`src/rtl/multicycle_control.sv`:
```
`default_nettype none
// ============================================================================
// Module      : multicycle_control
// Description : Control FSM for a multi-cycle MIPS datapath. It decodes the
//               opcode, issues per-state control strobes and stalls on a
//               shared variable-latency instruction/data memory using a
//               mem_ready handshake. A memory state that stays not-ready for
//               too long enters FAULT, and so does an illegal opcode. Also
//               counts retired instructions.
// Ports       : clk, reset (sync, active-high)
//               opcode[5:0]        instruction[31:26] from the IR
//               mem_ready          memory completes the access this cycle
//               pc_write, pc_write_cond, ir_write, iord, mem_read,
//               mem_write, mem_to_reg, reg_dst, reg_write, alu_src_a,
//               alu_src_b[1:0], alu_op[1:0], pc_source[1:0]  datapath strobes
//               state[3:0]         current state (debug)
//               fault              sticky illegal-opcode / timeout flag
//               instr_count        retired-instruction counter (wraps)
// Revision    : 1.0 - initial release
// ============================================================================
module multicycle_control #(
    parameter int MAX_WAIT  = 15,
    parameter int CNT_WIDTH = 32
) (
    input  logic                 clk,
    input  logic                 reset,
    input  logic [5:0]           opcode,
    input  logic                 mem_ready,
    output logic                 pc_write,
    output logic                 pc_write_cond,
    output logic                 ir_write,
    output logic                 iord,
    output logic                 mem_read,
    output logic                 mem_write,
    output logic                 mem_to_reg,
    output logic                 reg_dst,
    output logic                 reg_write,
    output logic                 alu_src_a,
    output logic [1:0]           alu_src_b,
    output logic [1:0]           alu_op,
    output logic [1:0]           pc_source,
    output logic [3:0]           state,
    output logic                 fault,
    output logic [CNT_WIDTH-1:0] instr_count
);

    typedef enum logic [3:0] {
        S_FETCH     = 4'd0,
        S_DECODE    = 4'd1,
        S_MEM_ADDR  = 4'd2,
        S_MEM_RD    = 4'd3,
        S_MEM_WB    = 4'd4,
        S_MEM_WR    = 4'd5,
        S_R_EXEC    = 4'd6,
        S_R_WB      = 4'd7,
        S_BRANCH    = 4'd8,
        S_JUMP      = 4'd9,
        S_ADDI_EXEC = 4'd10,
        S_ADDI_WB   = 4'd11,
        S_FAULT     = 4'd15
    } state_t;

    localparam logic [5:0] c_OP_RTYPE = 6'b000000;
    localparam logic [5:0] c_OP_LW    = 6'b100011;
    localparam logic [5:0] c_OP_SW    = 6'b101011;
    localparam logic [5:0] c_OP_BEQ   = 6'b000100;
    localparam logic [5:0] c_OP_ADDI  = 6'b001000;
    localparam logic [5:0] c_OP_J     = 6'b000010;
    localparam logic [8:0] c_MAX_WAIT = 9'(MAX_WAIT);

    state_t                 r_state;
    state_t                 w_next;
    logic [7:0]             r_wait;
    logic [7:0]             w_wait_next;
    logic [CNT_WIDTH-1:0]   r_count;
    logic                   w_in_mem;
    logic                   w_timeout;
    logic                   w_retire;

    // Memory states are the only ones where mem_ready matters.
    assign w_in_mem  = (r_state == S_FETCH) || (r_state == S_MEM_RD) ||
                       (r_state == S_MEM_WR);
    // This not-ready cycle would be the MAX_WAIT-th in a row.
    assign w_timeout = w_in_mem && !mem_ready &&
                       (({1'b0, r_wait} + 9'd1) == c_MAX_WAIT);

    // Counter only runs while sitting in a memory state without ready; any
    // transition (including entry into a memory state) starts it from zero.
    assign w_wait_next = (w_in_mem && !mem_ready && (w_next == r_state)) ?
                         r_wait + 8'd1 : 8'd0;

    assign w_retire = (w_next == S_FETCH) && (r_state != S_FETCH) &&
                      (r_state != S_FAULT);

    always_comb begin
        w_next        = r_state;
        pc_write      = 1'b0;
        pc_write_cond = 1'b0;
        ir_write      = 1'b0;
        iord          = 1'b0;
        mem_read      = 1'b0;
        mem_write     = 1'b0;
        mem_to_reg    = 1'b0;
        reg_dst       = 1'b0;
        reg_write     = 1'b0;
        alu_src_a     = 1'b0;
        alu_src_b     = 2'b00;
        alu_op        = 2'b00;
        pc_source     = 2'b00;

        case (r_state)
            S_FETCH: begin
                mem_read  = 1'b1;
                alu_src_b = 2'b01;
                if (mem_ready) begin
                    ir_write = 1'b1;
                    pc_write = 1'b1;
                    w_next   = S_DECODE;
                end else if (w_timeout) begin
                    w_next = S_FAULT;
                end
            end
            S_DECODE: begin
                alu_src_b = 2'b11;
                case (opcode)
                    c_OP_RTYPE:       w_next = S_R_EXEC;
                    c_OP_LW, c_OP_SW: w_next = S_MEM_ADDR;
                    c_OP_BEQ:         w_next = S_BRANCH;
                    c_OP_ADDI:        w_next = S_ADDI_EXEC;
                    c_OP_J:           w_next = S_JUMP;
                    default:          w_next = S_FAULT;
                endcase
            end
            S_MEM_ADDR: begin
                alu_src_a = 1'b1;
                alu_src_b = 2'b10;
                // Opcode is held in the IR, so sampling it again is safe.
                w_next    = (opcode == c_OP_SW) ? S_MEM_WR : S_MEM_RD;
            end
            S_MEM_RD: begin
                mem_read = 1'b1;
                iord     = 1'b1;
                if (mem_ready)      w_next = S_MEM_WB;
                else if (w_timeout) w_next = S_FAULT;
            end
            S_MEM_WB: begin
                reg_write  = 1'b1;
                mem_to_reg = 1'b1;
                w_next     = S_FETCH;
            end
            S_MEM_WR: begin
                mem_write = 1'b1;
                iord      = 1'b1;
                if (mem_ready)      w_next = S_FETCH;
                else if (w_timeout) w_next = S_FAULT;
            end
            S_R_EXEC: begin
                alu_src_a = 1'b1;
                alu_op    = 2'b10;
                w_next    = S_R_WB;
            end
            S_R_WB: begin
                reg_write = 1'b1;
                reg_dst   = 1'b1;
                w_next    = S_FETCH;
            end
            S_BRANCH: begin
                alu_src_a     = 1'b1;
                alu_op        = 2'b01;
                pc_write_cond = 1'b1;
                pc_source     = 2'b01;
                w_next        = S_FETCH;
            end
            S_JUMP: begin
                pc_write  = 1'b1;
                pc_source = 2'b10;
                w_next    = S_FETCH;
            end
            S_ADDI_EXEC: begin
                alu_src_a = 1'b1;
                alu_src_b = 2'b10;
                w_next    = S_ADDI_WB;
            end
            S_ADDI_WB: begin
                reg_write = 1'b1;
                w_next    = S_FETCH;
            end
            default: begin
                w_next = S_FAULT;
            end
        endcase

        // Reset wins immediately: no strobe may reach the datapath in the
        // cycle that reset is held.
        if (reset) begin
            pc_write      = 1'b0;
            pc_write_cond = 1'b0;
            ir_write      = 1'b0;
            iord          = 1'b0;
            mem_read      = 1'b0;
            mem_write     = 1'b0;
            mem_to_reg    = 1'b0;
            reg_dst       = 1'b0;
            reg_write     = 1'b0;
            alu_src_a     = 1'b0;
            alu_src_b     = 2'b00;
            alu_op        = 2'b00;
            pc_source     = 2'b00;
        end
    end

    always_ff @(posedge clk) begin
        if (reset) begin
            r_state <= S_FETCH;
            r_wait  <= 8'd0;
            r_count <= '0;
        end else begin
            r_state <= w_next;
            r_wait  <= w_wait_next;
            if (w_retire) begin
                r_count <= r_count + CNT_WIDTH'(1);
            end
        end
    end

    // FAULT is absorbing until reset, so the state itself is the sticky flag.
    assign fault       = (r_state == S_FAULT);
    assign state       = r_state;
    assign instr_count = r_count;

endmodule
`default_nettype wire

```
`config.mk`:
```
export PLATFORM = sky130hd
export DESIGN_NAME = multicycle_control
export DESIGN_NICKNAME = d
export VERILOG_FILES = /design/src/rtl/multicycle_control.sv
export SDC_FILE = /design/constraint.sdc
export NUM_CORES = 1
export LEC_CHECK = 0
export CORE_MARGIN = 10
export CORE_UTILIZATION = 44
export DETAILED_ROUTE_END_ITERATION = 10
export GPL_TIMING_DRIVEN = 0
export PLACE_DENSITY = 0.67
export SETUP_SLACK_MARGIN = 0.4
export SYNTH_ARGS = -nofsm -noshare
export SYNTH_HDL_FRONTEND = slang
export SYNTH_SLANG_ARGS = --single-unit
export TNS_END_PERCENT = 20
```
`constraint.sdc`:
```
create_clock -name clk -period 6.6 [get_ports clk]
set_clock_uncertainty 0.15 [all_clocks]
set_input_delay 1.32 -clock clk [delete_from_list [all_inputs] [get_ports clk]]
set_output_delay 1.32 -clock clk [all_outputs]
set_load 0.05 [all_outputs]
```
# Word-level counts from Yosys, hierarchy flattened
# Cells that the tools add are included.
# W data, S select, Z words.
[totals]
register_bits = 44
in_bits = 9
[op_classes]
mux = 34
n_reduce_logical = 20
addsub = 3
bitwise = 1
eq_ne = 20
[ops]
columns = ["op", "n"]
rows = [
  ["$add A32 B1 Y32 const B", 1],
  ["$pmux W4 S8", 1],
  ["$eq A4 B4 Y1 const B", 5],
  ["$mux W1", 20],
  ["$pmux W4 S5", 1],
  ["$eq A4 B3 Y1 const B", 4],
  ["$mux W4", 4],
  ["$eq A6 B6 Y1 const B", 2],
  ["$reduce_or A2 Y1", 5],
  ["$add A8 B1 Y9 const B", 1],
  ["$eq A9 B4 Y1 const B", 1],
  ["$add A8 B1 Y8 const B", 1],
  ["$eq A4 B2 Y1 const B", 2],
  ["$logic_not A4 Y1", 2],
  ["$pmux W2 S2", 2],
  ["$eq A6 B2 Y1 const B", 1],
  ["$eq A6 B3 Y1 const B", 1],
  ["$eq A6 B4 Y1 const B", 1],
  ["$logic_not A6 Y1", 1],
  ["$mux W2", 3],
  ["$pmux W2 S3", 1],
  ["$logic_and A1 B1 Y1", 5],
  ["$reduce_or A5 Y1", 1],
  ["$eq A4 B1 Y1 const B", 1],
  ["other kinds (10)", 11],
]

# Longest topological paths before layout
# Gate-level depths: netlist of run 1.
[depth]
ltp_word = 12
mapped_depth = 11
depth_no_buf = 8

# Worst setup path after synthesis of run 1
# Ideal clock, no wire load.
[synth_timing]
kind = "in2out"
from = "in reset"
to = "out mem_to_reg"
t_arrival_ns = 3.210
n_path_buf = 2
path_stages = 3
required_time_ns = 5.130
slack_ns = 1.920
cell_sequence = "clkbuf_1 clkbuf_1 nor4_1"
[synth_between]
elab_chain_len = 1
[synth_lines]
columns = ["element", "line_no", "text"]
rows = [
  ["start, declared", "26", "input logic reset,"],
  ["$mux W1", "195", "if (reset) begin"],
  ["end, declared", "35", "output logic mem_to_reg,"],
]
# Every way passes these cells.

# Final worst setup path of run 1
[layout_timing]
from = "in reset"
to = "out reg_dst"
[layout_between]
elab_chain_len = 1
[layout_lines]
columns = ["element", "line_no", "text"]
rows = [
  ["$mux W1", "195", ""],
  ["end, declared", "36", "output logic reg_dst,"],
]
# Every way passes these cells.

==> impl_metrics.csv, run 1 <==
group,metric,value,unit
outcome,status,"finished, final reports clean",
synth,syn_area,2720,um2
worst_hold_path,hold_class,"flip-flop to flip-flop",
placement,routabilityCongestion,0.905,
placement,dp.final_hpwl,6.11,mm
synth,synthCells,346,
synth,ys_async_sr_fraction,0,%
power_and_ir_drop,pwr_density_cell,298,nW/um2
clocking,cts_num_sinks,44,
floorplanning,die-height,98.7,um
floorplanning,die_x,98.7,um
drt,wl,8.17,mm
power_and_ir_drop,p_comb_share,51.0,%
global_route,antenna_found_initial,0,
clocking,cts_resized,0,
drt,vias_per_cell,5.91,
global_route,grt_pass1_wl,13.4,mm
clocking,htreeDepth,2,
drt,detail-route-antenna-nets,0,
drt,drtIter0Drc,207,
sta,relSlewSlack,50.3,%
sta,setup_viol_count_final,0,
power_and_ir_drop,power.switching,0.475,mW
drt,via_count,2894,
power_and_ir_drop,ir_drop,0.000294,V
synth,syn-mean-instance-area,7.87,um2
floorplanning,core,5960,um2
critical_path,worstSetupPathType,"input pin to output port",
floorplanning,die_area,9740,um2
placement,pre_cts_slack,1.47,ns
sta,fin_setup_tns,0,ns
synth,yosys.area.top_type,"dfxtp_1",
layout,nNetsFinal,426,
synth,synth_edf_count,0,
sta,drv_slew,0,
synth,yosys_register_bits,44,
layout,seq_area,881,um2
clocking,cts_buffers,5,
clocking,cts_tree,"done",
global_route,grt_pass1_vias,2704,
synth,synth.area.top_cells,"dfxtp_1 (32%), a21oi_1 (5.1%), nor2_1 (4.7%), nand4_1 (3.4%), or3_1 (3.2%)",
clocking,cts_setup_buffers,0,
floorplanning,initial_utilization,45.7,%
power_and_ir_drop,power_frac_seq,27.8,%
job,max_cap_viol_count,0,
power_and_ir_drop,cell_internal_pwr,0.585,mW
worst_hold_path,hold_depth,2,
sta,finalWorstSetupSlack,1.52,ns
sta,finalCriticalPeriod,5.08,ns
power_and_ir_drop,power_switching_share,44.8,%
clocking,clock_latency,0.30,ns
drt,drc_errors,0,
synth,synth_warnings,0,
critical_path,worstPathArrival,3.61,ns
critical_path,reg2reg_slack,3.46,ns
sta,worstMarginPinSlew,0.745,ns
layout,drive_gt1_share,7.47,%
global_route,grt_overflow_total,0,
clocking,clk_pin_slew,0.09,ns
synth,yosysTopAreaCellShare,32.3,%
layout,diodes,0,
critical_path,worstPathMaxFanout,10,
sta,rsz0062_at_grt,"no",
synth,syn-num-nets,358,
synth,synthDistinctLibCells,57,
layout,nFillCells,564,
layout,multi_input_area,1700,um2
clocking,ctsHoldBuffers,0,
clocking,cts_buffer_depth,2,
synth,seq_area_frac_synth,32.3,%
floorplanning,std_cell_rows,28,
power_and_ir_drop,clkPwrFrac,21.2,%
sta,hold_slack,0.346,ns
global_route,grt_usage,16.1,%
critical_path,worstPathRequired,5.13,ns
layout,areaGrowthSynthToFinish,30.3,%
critical_path,r2r_cells,10,
clocking,clock-root-buffer,"clkbuf_8",
drt,avgRoutedWirePerCell,16.7,um
placement,port_buffers,61,
sta,finalHoldViolCount,0,
sta,fmax,197,MHz
synth,ys.flop_type,"dfxtp_1",
power_and_ir_drop,fin_total_pwr,1.06,mW
power_and_ir_drop,p_leak,1.13,nW
drt,first_pass_iters,4,
floorplanning,ios,62,
sta,fin_crit_sh,76.9,%
critical_path,startpoint_type,"input pin",
critical_path,endpoint_kind,"output port",
global_route,grt_max_degree,15,
==> worst paths after layout <==
check                   from              end
max                    reset          reg_dst
min          instr_count[31]  instr_count[31]
max reg2reg        r_wait[0]  instr_count[21]
min reg2reg  instr_count[31]  instr_count[31]
==> placed cells by master, fill, tap and decap left out, types with 4 or more instances in the layout <==
cell type        Yosys  routed
clkdlybuf4s50_1      0      61
nor3_1               9       9
inv_1                7       7
clkbuf_1            11      11
a21oi_1             28      28
nor2_1              34      34
nor4_1              10      10
nand2b_1             6       6
nor2b_1              7       7
or3_1               14      14
nand3_1             15      15
buf_2                6       6
o31ai_1              7       7
nand3b_1             5       5
or4_1                8       8
and3_1               5       5
xor2_1               5       5
dfxtp_1             44      44
nand4_1             15      15
clkbuf_8             0       6
nand2_1             21      21
o21ai_0             16      16
o41ai_1              4       4
xnor2_1              7       7
==> Yosys cell counts (8+ instances only) <==
cell type	instances
nand4_1	15
nand3_1	15
or4_1	8
nor2_1	34
or3_1	14
nand2_1	21
clkbuf_1	11
nor3_1	9
nor4_1	10
a21oi_1	28
dfxtp_1	44
o21ai_0	16
==> state kept, by name, indices dropped and copies added (netlist names) <==
name	count
state	4
instr_count	32
r_wait	8
==> routing by layer <==
layer  GRT usage [%]  routed length [um]
met5               0                   0
met4            4.96                  66
met3            4.19                 444
met2            25.1                3780
met1            21.2                3880
==> power by group through the flow <==
stage | logic [mW] | registers (mW) | clock network, mW
global placement | 0.538 | 0.301 | 0
finish | 0.541 | 0.295 | 0.224
global route | 0.584 | 0.297 | 0.239
detailed placement | 0.537 | 0.301 | 0
CTS | 0.540 | 0.295 | 0.230
floorplan | 0.346 | 0.343 | 0
==> cells by family (layout without fill, tap and decap cells) <==
logic type	after synthesis	after routing	synth area share, %
AO/OA/AOI/OAI	76	76	17.3
XOR/XNOR	12	12	3.86
multiplexers	5	5	1.98
buffers and inverters	31	100	5.10
AND/OR/NAND/NOR	175	175	38.0
flip-flops	44	44	32.3
adder cells (fa/ha/maj)	3	3	1.38
==> final cells by class <==
class	instances	area share, %
Timing Repair Buffer	61	17.2
Tap cell	75	2.64
Clock buffer	6	2.33
Multi-Input combinational cell	271	48.0
Sequential cell	44	24.8
Buffer	23	3.07
Inverter	8	0.846
Clock inverter	2	1.09
==> metrics by stage <==
stage | utilization, % | instances | instance area [um2]
floorplan | - | 346 | 2720
global placement | 57.6 | 482 | 3430
detailed placement | 57.6 | 482 | 3430
CTS | 59.6 | 490 | 3550
global route | 59.6 | 490 | 3550
finish | 59.6 | 490 | 3550
==> critical path: stages <==
cell and delay [ns]:
clkdlybuf4s50_1 0.60, clkbuf_1 0.40, clkbuf_1 0.43, nor3_1 0.13, clkdlybuf4s50_1 0.73
(Power assumes the default switching activity.)
==> run 2, diff against run 1 <==
--- a/config.mk
+++ b/config.mk
@@ -9,7 +9,7 @@
 export CORE_UTILIZATION = 44
 export DETAILED_ROUTE_END_ITERATION = 10
 export GPL_TIMING_DRIVEN = 0
-export PLACE_DENSITY = 0.67
+export PLACE_DENSITY = 0.7
 export SETUP_SLACK_MARGIN = 0.4
 export SYNTH_ARGS = -nofsm -noshare
 export SYNTH_HDL_FRONTEND = slang
==> constraint.sdc (replaced) <==
create_clock -name clk -period 4.44 [get_ports clk]
set_clock_uncertainty 0.15 [all_clocks]
set_input_delay 0.888 -clock clk [delete_from_list [all_inputs] [get_ports clk]]
set_output_delay 0.888 -clock clk [all_outputs]
set_load 0.05 [all_outputs]
==> run 2 against run 1 <==
Net effect: setup slack worse by 1.3 ns; design area is 0.63% lower; sequential share of layout area is 0.16 points higher; flip-flop and latch count stayed put; combinational power is 49% higher; first-iteration DRC count is 14% lower; cell count stayed put; utilization is 0.38 points lower; register-to-register slack worse by 2.1 ns; non-clock buffer count stayed put; sequential power is 50% higher; largest cell class unchanged.
==> impl_metrics.csv, run 2 (synthesis results as in run 1) <==
group,metric,value,unit
sta,setup_viol_count_final,0,
sta,relSlewSlack,51.8,%
global_route,grt_pass1_wl,13.4,mm
clocking,cts_buffers,5,
sta,finalCriticalPeriod,4.19,ns
critical_path,startpoint_type,"input pin",
clocking,htreeDepth,2,
floorplanning,ios,62,
floorplanning,die_x,98.7,um
drt,vias_per_cell,5.84,
clocking,clk_pin_slew,0.09,ns
placement,pre_cts_slack,0.0502,ns
clocking,clock-root-buffer,"clkbuf_8",
drt,detail-route-antenna-nets,0,
layout,layout_common_cells,"clkdlybuf4s50_1 (58), dfxtp_1 (44), nor2_1 (34)",
drt,wl,8.07,mm
job,max_cap_viol_count,0,
power_and_ir_drop,power_frac_seq,29.2,%
clocking,clock_latency,0.30,ns
global_route,grt_pass1_vias,2726,
critical_path,worstPathArrival,3.16,ns
sta,fmax,238,MHz
critical_path,worstSetupPathType,"input pin to output port",
power_and_ir_drop,fin_total_pwr,1.51,mW
global_route,grt_overflow_total,0,
clocking,cts_tree,"done",
drt,drtIter0Drc,177,
power_and_ir_drop,p_leak,1.17,nW
layout,nNetsFinal,426,
sta,fin_setup_tns,0,ns
sta,finalWorstSetupSlack,0.246,ns
clocking,ctsHoldBuffers,0,
layout,largest_reg_flops,32,
layout,drive_gt1_share,7.95,%
layout,diodes,0,
global_route,grt_max_degree,14,
floorplanning,die-height,98.7,um
power_and_ir_drop,p_comb_share,53.3,%
global_route,grt_usage,16.1,%
placement,port_buffers,61,
sta,worstMarginPinSlew,0.723,ns
power_and_ir_drop,cell_internal_pwr,0.809,mW
placement,dp.final_hpwl,5.96,mm
critical_path,endpoint_kind,"output port",
power_and_ir_drop,pwr_density_cell,429,nW/um2
sta,rsz0062_at_grt,"yes",
layout,layout_commonest_cell,"clkdlybuf4s50_1",
drt,avgRoutedWirePerCell,16.5,um
sta,hold_slack,0.356,ns
worst_hold_path,hold_class,"flip-flop to flip-flop",
power_and_ir_drop,clkPwrFrac,17.5,%
global_route,antenna_found_initial,0,
sta,finalHoldViolCount,0,
layout,areaGrowthSynthToFinish,29.5,%
floorplanning,die_area,9740,um2
floorplanning,std_cell_rows,28,
drt,via_count,2861,
outcome,status,"finished, final reports clean",
critical_path,worstPathRequired,3.40,ns
placement,routabilityCongestion,0.867,
clocking,cts_num_sinks,44,
drt,first_pass_iters,5,
power_and_ir_drop,power_switching_share,46.6,%
drt,drc_errors,0,
power_and_ir_drop,power.switching,0.705,mW
floorplanning,initial_utilization,45.7,%
sta,drv_slew,0,
critical_path,worstPathMaxFanout,10,
sta,fin_crit_sh,94.5,%
power_and_ir_drop,ir_drop,0.000292,V
clocking,cts_setup_buffers,0,
clocking,cts_buffer_depth,2,
floorplanning,core,5960,um2
[run 2: area by class of cell]
| cell class | count | area (um2) |
|---|---|---|
| clock buffer | 6 | 82.6 |
| tap | 75 | 93.8 |
| fill | 572 | 2430 |
| sequential | 44 | 881 |
| clock inverter | 2 | 10.0 |
| buffer | 23 | 111 |
| multi-input combinational | 271 | 1700 |
| timing repair buffer | 61 | 614 |
| inverter | 8 | 30.0 |
[run 2: path summary, 6_finish.rpt]
kind                        start         endpoint  slack (ns)  cells after the start
setup / recovery            reset          reg_dst        0.25                      5
hold / removal    instr_count[31]  instr_count[31]        0.36                      2
hold reg to reg   instr_count[31]  instr_count[31]        0.36                      2
setup reg to reg         state[3]  instr_count[21]        1.33                      9
[run 2: worst max-delay path, cell delays in order]
cell and delay [ns]:
clkdlybuf4s50_1 0.63, clkbuf_2 0.34, clkbuf_1 0.43, nor3_1 0.12, clkdlybuf4s50_1 0.73
[run 2: through the flow]
step / util [%] / area (um2) / std cells
CTS: 59.1 / 3520 / 490
floorplan: - / 2720 / 346
global route: 59.2 / 3530 / 490
global placement: 57.6 / 3430 / 482
detailed placement: 57.6 / 3430 / 482
finish: 59.2 / 3530 / 490
[run 2: power by group through the flow]
stage               clock (mW)  sequential, mW  combinational, mW
floorplan                    0           0.510              0.515
global placement             0           0.451              0.798
detailed placement           0           0.450              0.806
CTS                      0.269           0.442              0.808
global route             0.281           0.446              0.865
finish                   0.264           0.442              0.807
[run 2: metal layers]
layer  global-route usage (%)  vias up  wire length [um]
met3                     4.68       11               609
met4                     5.18        0               145
li1                         -     1426                 -
met2                     26.3       87              3690
met1                     19.8     1337              3630
met5                        0        -                 0
[run 2: repair_timing]
action                                  in CTS  in global routing
gates cloned                                 0                  0
resized for setup                            2                  4
endpoints found under the setup margin       9                 11
endpoints found under the hold margin        0                  0
